**src/rtl/alu_seq_pkg.sv**
```systemverilog
`default_nettype none
// ============================================================================
// Module  : alu_seq_pkg
// Brief   : Opcodes, compare codes and FSM encoding shared by the sequential ALU
// Revision: 1.0
// ============================================================================
package alu_seq_pkg;

    localparam logic [3:0] OP_ADD   = 4'b0000;
    localparam logic [3:0] OP_SUB   = 4'b0001;
    localparam logic [3:0] OP_MUL   = 4'b0010;
    localparam logic [3:0] OP_DIV   = 4'b0011;
    localparam logic [3:0] OP_AND   = 4'b0100;
    localparam logic [3:0] OP_OR    = 4'b0101;
    localparam logic [3:0] OP_NAND  = 4'b0110;
    localparam logic [3:0] OP_NOR   = 4'b0111;
    localparam logic [3:0] OP_CNOP  = 4'b1000;
    localparam logic [3:0] OP_CEQ   = 4'b1001;
    localparam logic [3:0] OP_CGT   = 4'b1010;
    localparam logic [3:0] OP_CLT   = 4'b1011;
    localparam logic [3:0] OP_SHRA  = 4'b1100;
    localparam logic [3:0] OP_SHLA  = 4'b1101;
    localparam logic [3:0] OP_SHRB  = 4'b1110;
    localparam logic [3:0] OP_SHLB  = 4'b1111;

    localparam logic [1:0] CMP_NOP  = 2'd0;
    localparam logic [1:0] CMP_EQ   = 2'd1;
    localparam logic [1:0] CMP_GT   = 2'd2;
    localparam logic [1:0] CMP_LT   = 2'd3;

    typedef enum logic [1:0] {
        S_IDLE    = 2'd0,
        S_DIV_RUN = 2'd1,
        S_DIV_FIX = 2'd2
    } state_t;

endpackage
`default_nettype wire

```
**src/rtl/alu_seq_div.sv**
```systemverilog
`default_nettype none
// ============================================================================
// Module  : alu_seq_div
// Brief   : Unsigned restoring divider, one quotient bit per cycle after start
// Revision: 1.0
// ============================================================================
module alu_seq_div #(
    parameter int WIDTH = 16
) (
    input  logic             clk,
    input  logic             rst_n,
    input  logic             i_start,
    input  logic [WIDTH-1:0] i_dividend,
    input  logic [WIDTH-1:0] i_divisor,
    output logic [WIDTH-1:0] o_quot,
    output logic             o_last
);

    localparam int CW = $clog2(WIDTH + 1);

    logic [CW-1:0]    r_cnt;
    logic [WIDTH-1:0] r_rem;
    logic [WIDTH-1:0] r_quot;
    logic [WIDTH-1:0] r_dvs;
    logic [WIDTH:0]   w_shift;
    logic [WIDTH:0]   w_trial;

    // Dividend bits shift out of the quotient register into the remainder.
    assign w_shift = {r_rem, r_quot[WIDTH-1]};
    assign w_trial = w_shift - {1'b0, r_dvs};

    always_ff @(posedge clk or negedge rst_n) begin
        if (!rst_n) begin
            r_cnt  <= '0;
            r_rem  <= '0;
            r_quot <= '0;
            r_dvs  <= '0;
        end else if (i_start) begin
            r_cnt  <= CW'(WIDTH);
            r_rem  <= '0;
            r_quot <= i_dividend;
            r_dvs  <= i_divisor;
        end else if (r_cnt != '0) begin
            r_cnt <= r_cnt - CW'(1);
            if (!w_trial[WIDTH]) begin
                r_rem  <= w_trial[WIDTH-1:0];
                r_quot <= {r_quot[WIDTH-2:0], 1'b1};
            end else begin
                r_rem  <= w_shift[WIDTH-1:0];
                r_quot <= {r_quot[WIDTH-2:0], 1'b0};
            end
        end
    end

    assign o_quot = r_quot;
    assign o_last = (r_cnt == CW'(1));

endmodule
`default_nettype wire

```
**src/rtl/alu_seq_top.sv**
```systemverilog
`default_nettype none
// ============================================================================
// Module  : alu_seq_top
// Brief   : Handshaked 16-function ALU with iterative signed division
// Revision: 1.0
// ============================================================================
module alu_seq_top
    import alu_seq_pkg::*;
#(
    parameter int WIDTH       = 16,
    parameter bit SHIFT_ARITH = 1'b0
) (
    input  logic               CLK,
    input  logic               RST,
    input  logic [WIDTH-1:0]   A,
    input  logic [WIDTH-1:0]   B,
    input  logic [3:0]         ALU_FUN,
    input  logic               In_Valid,
    output logic               In_Ready,
    output logic               Out_Valid,
    input  logic               Out_Ready,
    output logic [2*WIDTH-1:0] Arith_Out,
    output logic               Arith_Flag,
    output logic [WIDTH-1:0]   Logic_Out,
    output logic               Logic_Flag,
    output logic [WIDTH-1:0]   CMP_Out,
    output logic               CMP_Flag,
    output logic [WIDTH-1:0]   SHIFT_Out,
    output logic               SHIFT_Flag,
    output logic               Div_By_Zero,
    output logic               Busy
);

    localparam int W2 = 2 * WIDTH;

    state_t           r_state;
    logic             r_out_valid;
    logic             r_neg;
    logic [W2-1:0]    r_arith;
    logic             r_af;
    logic [WIDTH-1:0] r_lo;
    logic             r_lf;
    logic [WIDTH-1:0] r_cmp;
    logic             r_cf;
    logic [WIDTH-1:0] r_sh;
    logic             r_sf;
    logic             r_dbz;

    logic [W2-1:0]    w_a_ext;
    logic [W2-1:0]    w_b_ext;
    logic [WIDTH-1:0] w_a_mag;
    logic [WIDTH-1:0] w_b_mag;
    logic [WIDTH-1:0] w_quot;
    logic [W2-1:0]    w_q_ext;
    logic [W2-1:0]    w_div_res;
    logic             w_div_last;
    logic             w_accept;
    logic             w_div_start;
    logic             w_fill_a;
    logic             w_fill_b;

    logic [W2-1:0]    w_arith;
    logic             w_af;
    logic [WIDTH-1:0] w_lo;
    logic             w_lf;
    logic [WIDTH-1:0] w_cmp;
    logic             w_cf;
    logic [WIDTH-1:0] w_sh;
    logic             w_sf;
    logic             w_dbz;

    assign In_Ready    = RST && (r_state == S_IDLE) && (!r_out_valid || Out_Ready);
    assign w_accept    = In_Valid && In_Ready;
    assign w_div_start = w_accept && (ALU_FUN == OP_DIV) && (B != '0);

    assign w_a_ext  = {{WIDTH{A[WIDTH-1]}}, A};
    assign w_b_ext  = {{WIDTH{B[WIDTH-1]}}, B};
    assign w_a_mag  = A[WIDTH-1] ? -A : A;
    assign w_b_mag  = B[WIDTH-1] ? -B : B;
    assign w_fill_a = SHIFT_ARITH ? A[WIDTH-1] : 1'b0;
    assign w_fill_b = SHIFT_ARITH ? B[WIDTH-1] : 1'b0;

    // Quotient magnitude can be 2^(WIDTH-1), so zero-extend before negating.
    assign w_q_ext   = {{WIDTH{1'b0}}, w_quot};
    assign w_div_res = r_neg ? -w_q_ext : w_q_ext;

    always_comb begin
        w_arith = '0;
        w_af    = 1'b0;
        w_lo    = '0;
        w_lf    = 1'b0;
        w_cmp   = '0;
        w_cf    = 1'b0;
        w_sh    = '0;
        w_sf    = 1'b0;
        w_dbz   = 1'b0;
        case (ALU_FUN)
            OP_ADD:  begin w_af = 1'b1; w_arith = w_a_ext + w_b_ext; end
            OP_SUB:  begin w_af = 1'b1; w_arith = w_a_ext - w_b_ext; end
            OP_MUL:  begin w_af = 1'b1; w_arith = w_a_ext * w_b_ext; end
            OP_DIV:  begin w_af = 1'b1; w_dbz = (B == '0); end
            OP_AND:  begin w_lf = 1'b1; w_lo = A & B; end
            OP_OR:   begin w_lf = 1'b1; w_lo = A | B; end
            OP_NAND: begin w_lf = 1'b1; w_lo = ~(A & B); end
            OP_NOR:  begin w_lf = 1'b1; w_lo = ~(A | B); end
            OP_CNOP: begin w_cf = 1'b1; w_cmp = {{(WIDTH-2){1'b0}}, CMP_NOP}; end
            OP_CEQ:  begin
                w_cf = 1'b1;
                if (A == B) w_cmp = {{(WIDTH-2){1'b0}}, CMP_EQ};
            end
            OP_CGT:  begin
                w_cf = 1'b1;
                if ($signed(A) > $signed(B)) w_cmp = {{(WIDTH-2){1'b0}}, CMP_GT};
            end
            OP_CLT:  begin
                w_cf = 1'b1;
                if ($signed(A) < $signed(B)) w_cmp = {{(WIDTH-2){1'b0}}, CMP_LT};
            end
            OP_SHRA: begin w_sf = 1'b1; w_sh = {w_fill_a, A[WIDTH-1:1]}; end
            OP_SHLA: begin w_sf = 1'b1; w_sh = {A[WIDTH-2:0], 1'b0}; end
            OP_SHRB: begin w_sf = 1'b1; w_sh = {w_fill_b, B[WIDTH-1:1]}; end
            OP_SHLB: begin w_sf = 1'b1; w_sh = {B[WIDTH-2:0], 1'b0}; end
            default: begin w_af = 1'b0; end
        endcase
    end

    alu_seq_div #(
        .WIDTH (WIDTH)
    ) u_div (
        .clk        (CLK),
        .rst_n      (RST),
        .i_start    (w_div_start),
        .i_dividend (w_a_mag),
        .i_divisor  (w_b_mag),
        .o_quot     (w_quot),
        .o_last     (w_div_last)
    );

    always_ff @(posedge CLK or negedge RST) begin
        if (!RST) begin
            r_state     <= S_IDLE;
            r_out_valid <= 1'b0;
            r_neg       <= 1'b0;
            r_arith     <= '0;
            r_af        <= 1'b0;
            r_lo        <= '0;
            r_lf        <= 1'b0;
            r_cmp       <= '0;
            r_cf        <= 1'b0;
            r_sh        <= '0;
            r_sf        <= 1'b0;
            r_dbz       <= 1'b0;
        end else begin
            if (Out_Ready) r_out_valid <= 1'b0;
            case (r_state)
                S_IDLE: begin
                    if (w_div_start) begin
                        r_neg   <= A[WIDTH-1] ^ B[WIDTH-1];
                        r_state <= S_DIV_RUN;
                    end else if (w_accept) begin
                        r_arith     <= w_arith;
                        r_af        <= w_af;
                        r_lo        <= w_lo;
                        r_lf        <= w_lf;
                        r_cmp       <= w_cmp;
                        r_cf        <= w_cf;
                        r_sh        <= w_sh;
                        r_sf        <= w_sf;
                        r_dbz       <= w_dbz;
                        r_out_valid <= 1'b1;
                    end
                end
                S_DIV_RUN: begin
                    if (w_div_last) r_state <= S_DIV_FIX;
                end
                S_DIV_FIX: begin
                    // Hold the quotient until the previous result has been taken.
                    if (!r_out_valid || Out_Ready) begin
                        r_arith     <= w_div_res;
                        r_af        <= 1'b1;
                        r_lo        <= '0;
                        r_lf        <= 1'b0;
                        r_cmp       <= '0;
                        r_cf        <= 1'b0;
                        r_sh        <= '0;
                        r_sf        <= 1'b0;
                        r_dbz       <= 1'b0;
                        r_out_valid <= 1'b1;
                        r_state     <= S_IDLE;
                    end
                end
                default: r_state <= S_IDLE;
            endcase
        end
    end

    assign Out_Valid   = r_out_valid;
    assign Arith_Out   = r_arith;
    assign Arith_Flag  = r_af;
    assign Logic_Out   = r_lo;
    assign Logic_Flag  = r_lf;
    assign CMP_Out     = r_cmp;
    assign CMP_Flag    = r_cf;
    assign SHIFT_Out   = r_sh;
    assign SHIFT_Flag  = r_sf;
    assign Div_By_Zero = r_dbz;
    assign Busy        = (r_state != S_IDLE);

endmodule
`default_nettype wire

```
**config.mk**
```make
export PLATFORM = sky130hd
export DESIGN_NAME = alu_seq_top
export DESIGN_NICKNAME = d
export VERILOG_FILES = /design/src/rtl/alu_seq_pkg.sv /design/src/rtl/alu_seq_div.sv /design/src/rtl/alu_seq_top.sv
export SDC_FILE = /design/constraint.sdc
export NUM_CORES = 1
export LEC_CHECK = 0
export ABC_CLOCK_PERIOD_IN_PS = 4100
export BUFFER_PORTS_ARGS = -buffer_cell sky130_fd_sc_hd__buf_2
export CAP_MARGIN = 10
export CORE_MARGIN = 1
export CORE_UTILIZATION = 58
export CTS_CLUSTER_SIZE = 16
export DETAILED_ROUTE_END_ITERATION = 16
export PLACE_DENSITY = 0.77
export SYNTH_ARGS = -nofsm -noshare
export SYNTH_HDL_FRONTEND = slang
export SYNTH_SLANG_ARGS = --single-unit
```
**constraint.sdc**
```tcl
create_clock -name CLK -period 4.1 [get_ports CLK]
set_clock_uncertainty 0.2 [all_clocks]
set_input_delay 0.615 -clock CLK [delete_from_list [all_inputs] [get_ports CLK]]
set_output_delay 0.615 -clock CLK [all_outputs]
set_load 0.01 [all_outputs]
```
Yosys cells after proc, flatten, opt, wreduce, memory -nomap -nowiden:

Cells that the tools add are included.

* multiplexer cells: 63
* multipliers: 1
* add/subtract/negate cells: 7
* reductions and logical operators: 22
* equality and inequality tests: 24
* magnitude comparators: 2
* bitwise operators: 5

Operators by type and width (count)
* 2-to-1 mux 16 bit: 14
* 2-to-1 mux 32 bit: 4
* one-hot mux 16 bit (4 select lines): 2
* one-hot mux 16 bit (2 select lines): 3
* one-hot mux 32 bit (3 select lines): 1
* one-hot mux 32 bit (2 select lines): 1
* == test 4 bit, second input constant: 8
* multiplier 16 x 16 -> 32 bit: 1
* negation 16 bit: 2
* negation 16 -> 32 bit: 1
* inverter 16 bit: 2
* 2-to-1 mux 1 bit: 23
* adder 16 x 16 -> 17 bit: 1
* subtractor 16 x 16 -> 17 bit: 1
* subtractor 17 x 16 -> 17 bit: 1
* AND 16 bit: 1
* == test 16 bit: 1
* == test 4 x 3 -> 1 bit, second input constant: 4
* > comparator 16 bit: 1
* logical NOT 16 bit: 1
* less-than comparator 16 bit: 1
* OR 16 bit: 1
* nonzero test 16 bit: 1
* OR reduction 4 bit: 4
* other kinds (23): 44

* logic and storage cells: 140
* bits of input ports: 40
* bits in registers: 142

Depth between registers and ports, before layout:

* depth in word-level cells: 8
* mapped depth: 25

Cells and area by module:

A second synthesis with hierarchy kept.

* cells, all modules: 2248
* area total of the unflattened synthesis: 19645.1 um^2

By module, submodules not included
* alu_seq_top: seq. area each 1876.8 um^2, cells an instance 1906, area an instance 16428.3 um^2, times used 1
* alu_seq_div: seq. area each 1326.3 um^2, cells an instance 342, area an instance 3216.8 um^2, times used 1

Worst setup path after synthesis:

No wires, ideal clock.

* kind: input-to-reg
* start point: input A[15]
* end point: register r_arith[31], in the netlist Arith_Out[31]
* setup time: 0.076 ns
* stages: 25
* required time: 3.824 ns
* path buffers: 3
* arrival: 6.822 ns
* setup slack: -2.998 ns
* cell sequence: clkbuf_1 clkbuf_1 buf_1 nand2_1 inv_1 fa_1 inv_1 fa_1 fa_1 inv_1 fa_1 fa_1 inv_1 fa_1 inv_1 ha_1 a21o_1 a221o_1 a21o_1 o31ai_2 nand3_1 a311oi_1 o21ai_0 a2111o_1 o21ai_1

* word-level cells in the longest chain between the ends: 5
* elaborated cells between the ends (all ways): 7

Ends and longest elaborated chain
* start: declaration: RTL line alu_seq_top.sv:15 `input logic [WIDTH-1:0] A,`
* multiplier 16 x 16 -> 32 bit, or another cell as far along: RTL line alu_seq_top.sv:100 `OP_MUL: begin w_af = 1'b1; w_arith = w_a_ext * w_b_ext; end`
* one-hot mux 32 bit (3 select lines) *: RTL line alu_seq_top.sv:97 `case (ALU_FUN)`
* 2-to-1 mux 32 bit *: RTL line alu_seq_top.sv:160 `end else if (w_accept) begin`
* 2-to-1 mux 32 bit *: RTL line alu_seq_top.sv:157 `if (w_div_start) begin`
* one-hot mux 32 bit (2 select lines) *: RTL line alu_seq_top.sv:155 `case (r_state)`
* end signal: assignment: RTL line alu_seq_top.sv:161 `r_arith <= w_arith;`
* end signal: assignment: RTL line alu_seq_top.sv:179 `r_arith <= w_div_res;`
* end: declaration: RTL line alu_seq_top.sv:39 `logic [W2-1:0] r_arith;`

Mark *: on every way between the ends. The rest lies on a longest branch, timed or not. The select of a mux whose other input is x is not followed.
A chain may end at the register's enable or synchronous reset.

Worst setup path in the final report:

* start point: input B[2]
* end point: register r_arith[23], in the netlist Arith_Out[23]

* word-level cells in the longest chain between the ends: 5
* elaborated cells between the ends (all ways): 11

Ends and longest elaborated chain
* start: declaration: RTL line alu_seq_top.sv:16 `input logic [WIDTH-1:0] B,`
* multiplier 16 x 16 -> 32 bit, or another cell as far along: RTL line alu_seq_top.sv:100
* one-hot mux 32 bit (3 select lines): RTL line alu_seq_top.sv:97
* 2-to-1 mux 32 bit: RTL line alu_seq_top.sv:160
* 2-to-1 mux 32 bit: RTL line alu_seq_top.sv:157
* one-hot mux 32 bit (2 select lines): RTL line alu_seq_top.sv:155

Several ways; a longest one is shown, not always the timed one. The select of a mux whose other input is x is not followed.

==> impl_metrics.toml <==
[outcome]
status = "complete, but fails checks"
violations = "negative setup slack"

[sta]
setup_slack_ps = -2425
fin_crit_ps = 6525
fin_crit_sh = 1.592
slew_violations = 0
setup_violations = 27
rsz0062_at_grt = "yes"
fmax_mhz = 153.3
holdWs_ps = 275.2
tightestPinTransition_ps = 1213
finalHoldViolCount = 0
slew_headroom = 0.1905

[drt]
drtIter0Drc = 1942
drtAntennaViolNets = 0
dr.pass1.iters = 7
vias_per_cell = 6.177
wirelength_um = 77500
wire_per_inst_um = 25.11
drc = 0
vias = 19060

[logic_synthesis]
ys_seq_area_frac = 0.1653
synthArstFlopShare = 1.000
ys.warnings.count = 0
synth-seq-cells = 128
synth-edff-count = 0
yosysUniqueCellTypes = 85
syn_inst = 2241
synth_top_flop_cell = "dfrtp_1"
syn_area_per_cell_sq_um = 8.645
syn-cell-area_sq_mm = 0.01937

[global_routing]
grtUsageMet3 = 0.1150
gr-total-overflow = 0
grt_pass1_wl_um = 110600
met1_usage = 0.5731
grt_use_total = 0.4449
antenna_found_initial = 2
grt.busiest_layer = "met2"
grt_start_max_net_pins = 81
grt_util_met2 = 0.6811
grt_pass1_vias = 18690

[clock_network]
cts_buffers = 17
clk_latency_ps = 460
clkTransAtPathRegs_ps = 70
root_buffer = "clkbuf_16"
clockBufferDepth = 2
cts_tree = "done"
cts_sinks = 128
h-tree-depth = 4

[cells_and_area]
fin_area_sq_mm = 0.02550
area_growth_pct = 31.63
nets = 3088
drive_gt1_frac = 0.3022

[place]
dp_hpwl_um = 57850
globalplace.congestion = 0.9990
dp_slack_ps = -2926
place_area_sq_mm = 0.02276
io_buffers = 113

[critical_path]
cp.arrival_ps = 6660
cp_common_cell = "buf_4"
criticalPathCategory = "in -> reg"
cp_top_family = "adder cells"
critPathMaxStageDelay_ps = 580
cp_slowest_cell = "fa_2"
cp-start-kind = "input pin"
required_ps = 4240
cp_max_fo = 9
cp_num_buf_inv = 9
path_cells = "buf_12, buf_6, nand2_4, buf_4, inv_2, fa_2, buf_4, fa_1, fa_2, fa_2, fa_1, inv_1, fa_1, inv_1, ha_1, nand4_1, a2111oi_4, o31ai_2, buf_4, a21oi_1, buf_4, xor2_2, nand2_1, a31oi_1"
endpoint_kind = "flop"

[floorplanning]
dieArea_sq_mm = 0.03414
io_pins = 128
die_y_um = 184.8
start_util = 0.5924
core-area_sq_mm = 0.03270
fp.dieW_um = 184.8
rows = 66

[hold_path]
min_path_type = "reg -> reg"

[job]
maxCapViolCount = 0
## cell families (layout without fill, tap and decap cells)
kind of cell / Yosys count / in the layout / share of synthesized area
other: 1 / 17 / 0.0001936
muxes: 28 / 28 / 0.01479
adders and majority gates: 420 / 420 / 0.3739
xor gates and xnor gates: 115 / 115 / 0.05199
DFF: 128 / 128 / 0.1653
AOI/OAI and AO/OA: 442 / 442 / 0.1589
and+or+nand+nor: 619 / 619 / 0.1369
buffers and inverters: 488 / 875 / 0.09797
## cell usage in the layout (no fill, tap or decap), types with 11 or more instances in the layout
cell type  instances
inv_1            306
buf_4            292
fa_1             246
nand2_1          221
nor2_1           197
dfrtp_1          128
ha_1             122
xnor2_1           84
a21oi_1           83
buf_2             82
o21ai_0           72
buf_6             65
a22o_1            40
inv_2             38
nor2_2            31
ha_4              28
mux2i_1           26
a31oi_1           24
nor3_1            23
a21o_1            23
xor2_1            22
fa_2              19
buf_8             19
buf_12            18
nand3_1           17
clkbuf_16         17
nor2_4            15
o21a_1            14
conb_1            14
nand2_2           13
o211ai_1          12
inv_8             11
a211oi_2          11
## metrics by stage
step | utilization | std cells | setup TNS (ps)
CTS | 0.7556 | 3053 | -42190
detailed placement | 0.6959 | 2991 | -63440
global placement | 0.6959 | 2991 | -61010
global route | 0.7796 | 3083 | -50440
finish | 0.7798 | 3086 | -47210
floorplan | - | 2254 | -41130
## worst reg2reg max path, stage by stage (launching register included)
cell and delay, ps:
dfrtp_1 400, inv_1 110, ha_1 230, fa_1 410
nor2b_1 200, o31a_1 250, o211a_1 240, o211ai_1 110
a21oi_1 280, o41ai_2 150, xnor2_4 510, buf_4 280
mux2i_1 230, a21oi_1 100
## layout make-up
type                       instances  area [sq um]
tap                              442         553.0
multi-input combinational       1638         15630
clock buffer                      17         425.4
antenna                            3         7.507
clock inverter                    15         191.4
fill                            2191          7199
inverter                         365          1493
timing repair buffer             478          3998
sequential                       128          3203
## worst paths after layout
kind,endpoint,slack (ps),depth (start not counted),from
setup / recovery,Arith_Out[23]$_DFFE_PN0P_,-2430,24,B[2]
hold / removal,Arith_Out[1]$_DFFE_PN0P_,280,2,Arith_Out[1]$_DFFE_PN0P_
setup reg to reg,u_div.r_rem[10]$_DFFE_PN0P_,260,13,u_div.o_quot[15]$_DFFE_PN0P_
hold reg to reg,Arith_Out[1]$_DFFE_PN0P_,280,2,Arith_Out[1]$_DFFE_PN0P_
max in group asynchronous,SHIFT_Out[6]$_DFFE_PN0P_,1580,4,RST
min in group asynchronous,Logic_Out[6]$_DFFE_PN0P_,410,2,RST
## layer usage
layer  wire length (um)  vias to the layer above
met5                 13                        -
met4               5646                        2
met3               8649                      296
met2              34640                     1266
met1              28550                     9406
li1                   -                     8092
## synthesized netlist by cell type (26+ instances only)
master    instances  area share
xnor2_1          90       0.041
ha_1            155        0.10
mux2i_1          26       0.013
nor3_1           28      0.0072
o21ai_0          91       0.024
dfrtp_1         128        0.17
a22o_1           40       0.018
fa_1            265        0.27
nor2_1          243       0.047
a31oi_1          26      0.0084
inv_1           349       0.068
clkbuf_1         81       0.016
nand2_1         241       0.047
a21oi_1          91       0.024
## registers in the layout, indices dropped and copies added, names as in the netlist, 2 cells and up
| name | flops |
|---|---|
| Arith_Out | 32 |
| Logic_Out | 16 |
| SHIFT_Out | 16 |
| u_div.o_quot | 16 |
| u_div.r_dvs | 16 |
| u_div.r_rem | 16 |
| u_div.r_cnt | 5 |
| CMP_Out | 2 |
| r_state | 2 |
## repair_timing
| action | in CTS | in global routing |
|---|---|---|
| buffers inserted | 32 | 32 |
| resized for setup | 285 | 128 |
| hold buffers | 1 | 0 |
| setup endpoints to repair | 27 | 34 |
| gates cloned | 0 | 0 |
| pin swaps | 118 | 78 |
| hold endpoints to repair | 35 | 0 |
Power is not shown: default switching activity piles up to over one toggle a cycle in this logic, so the estimate is an artifact.
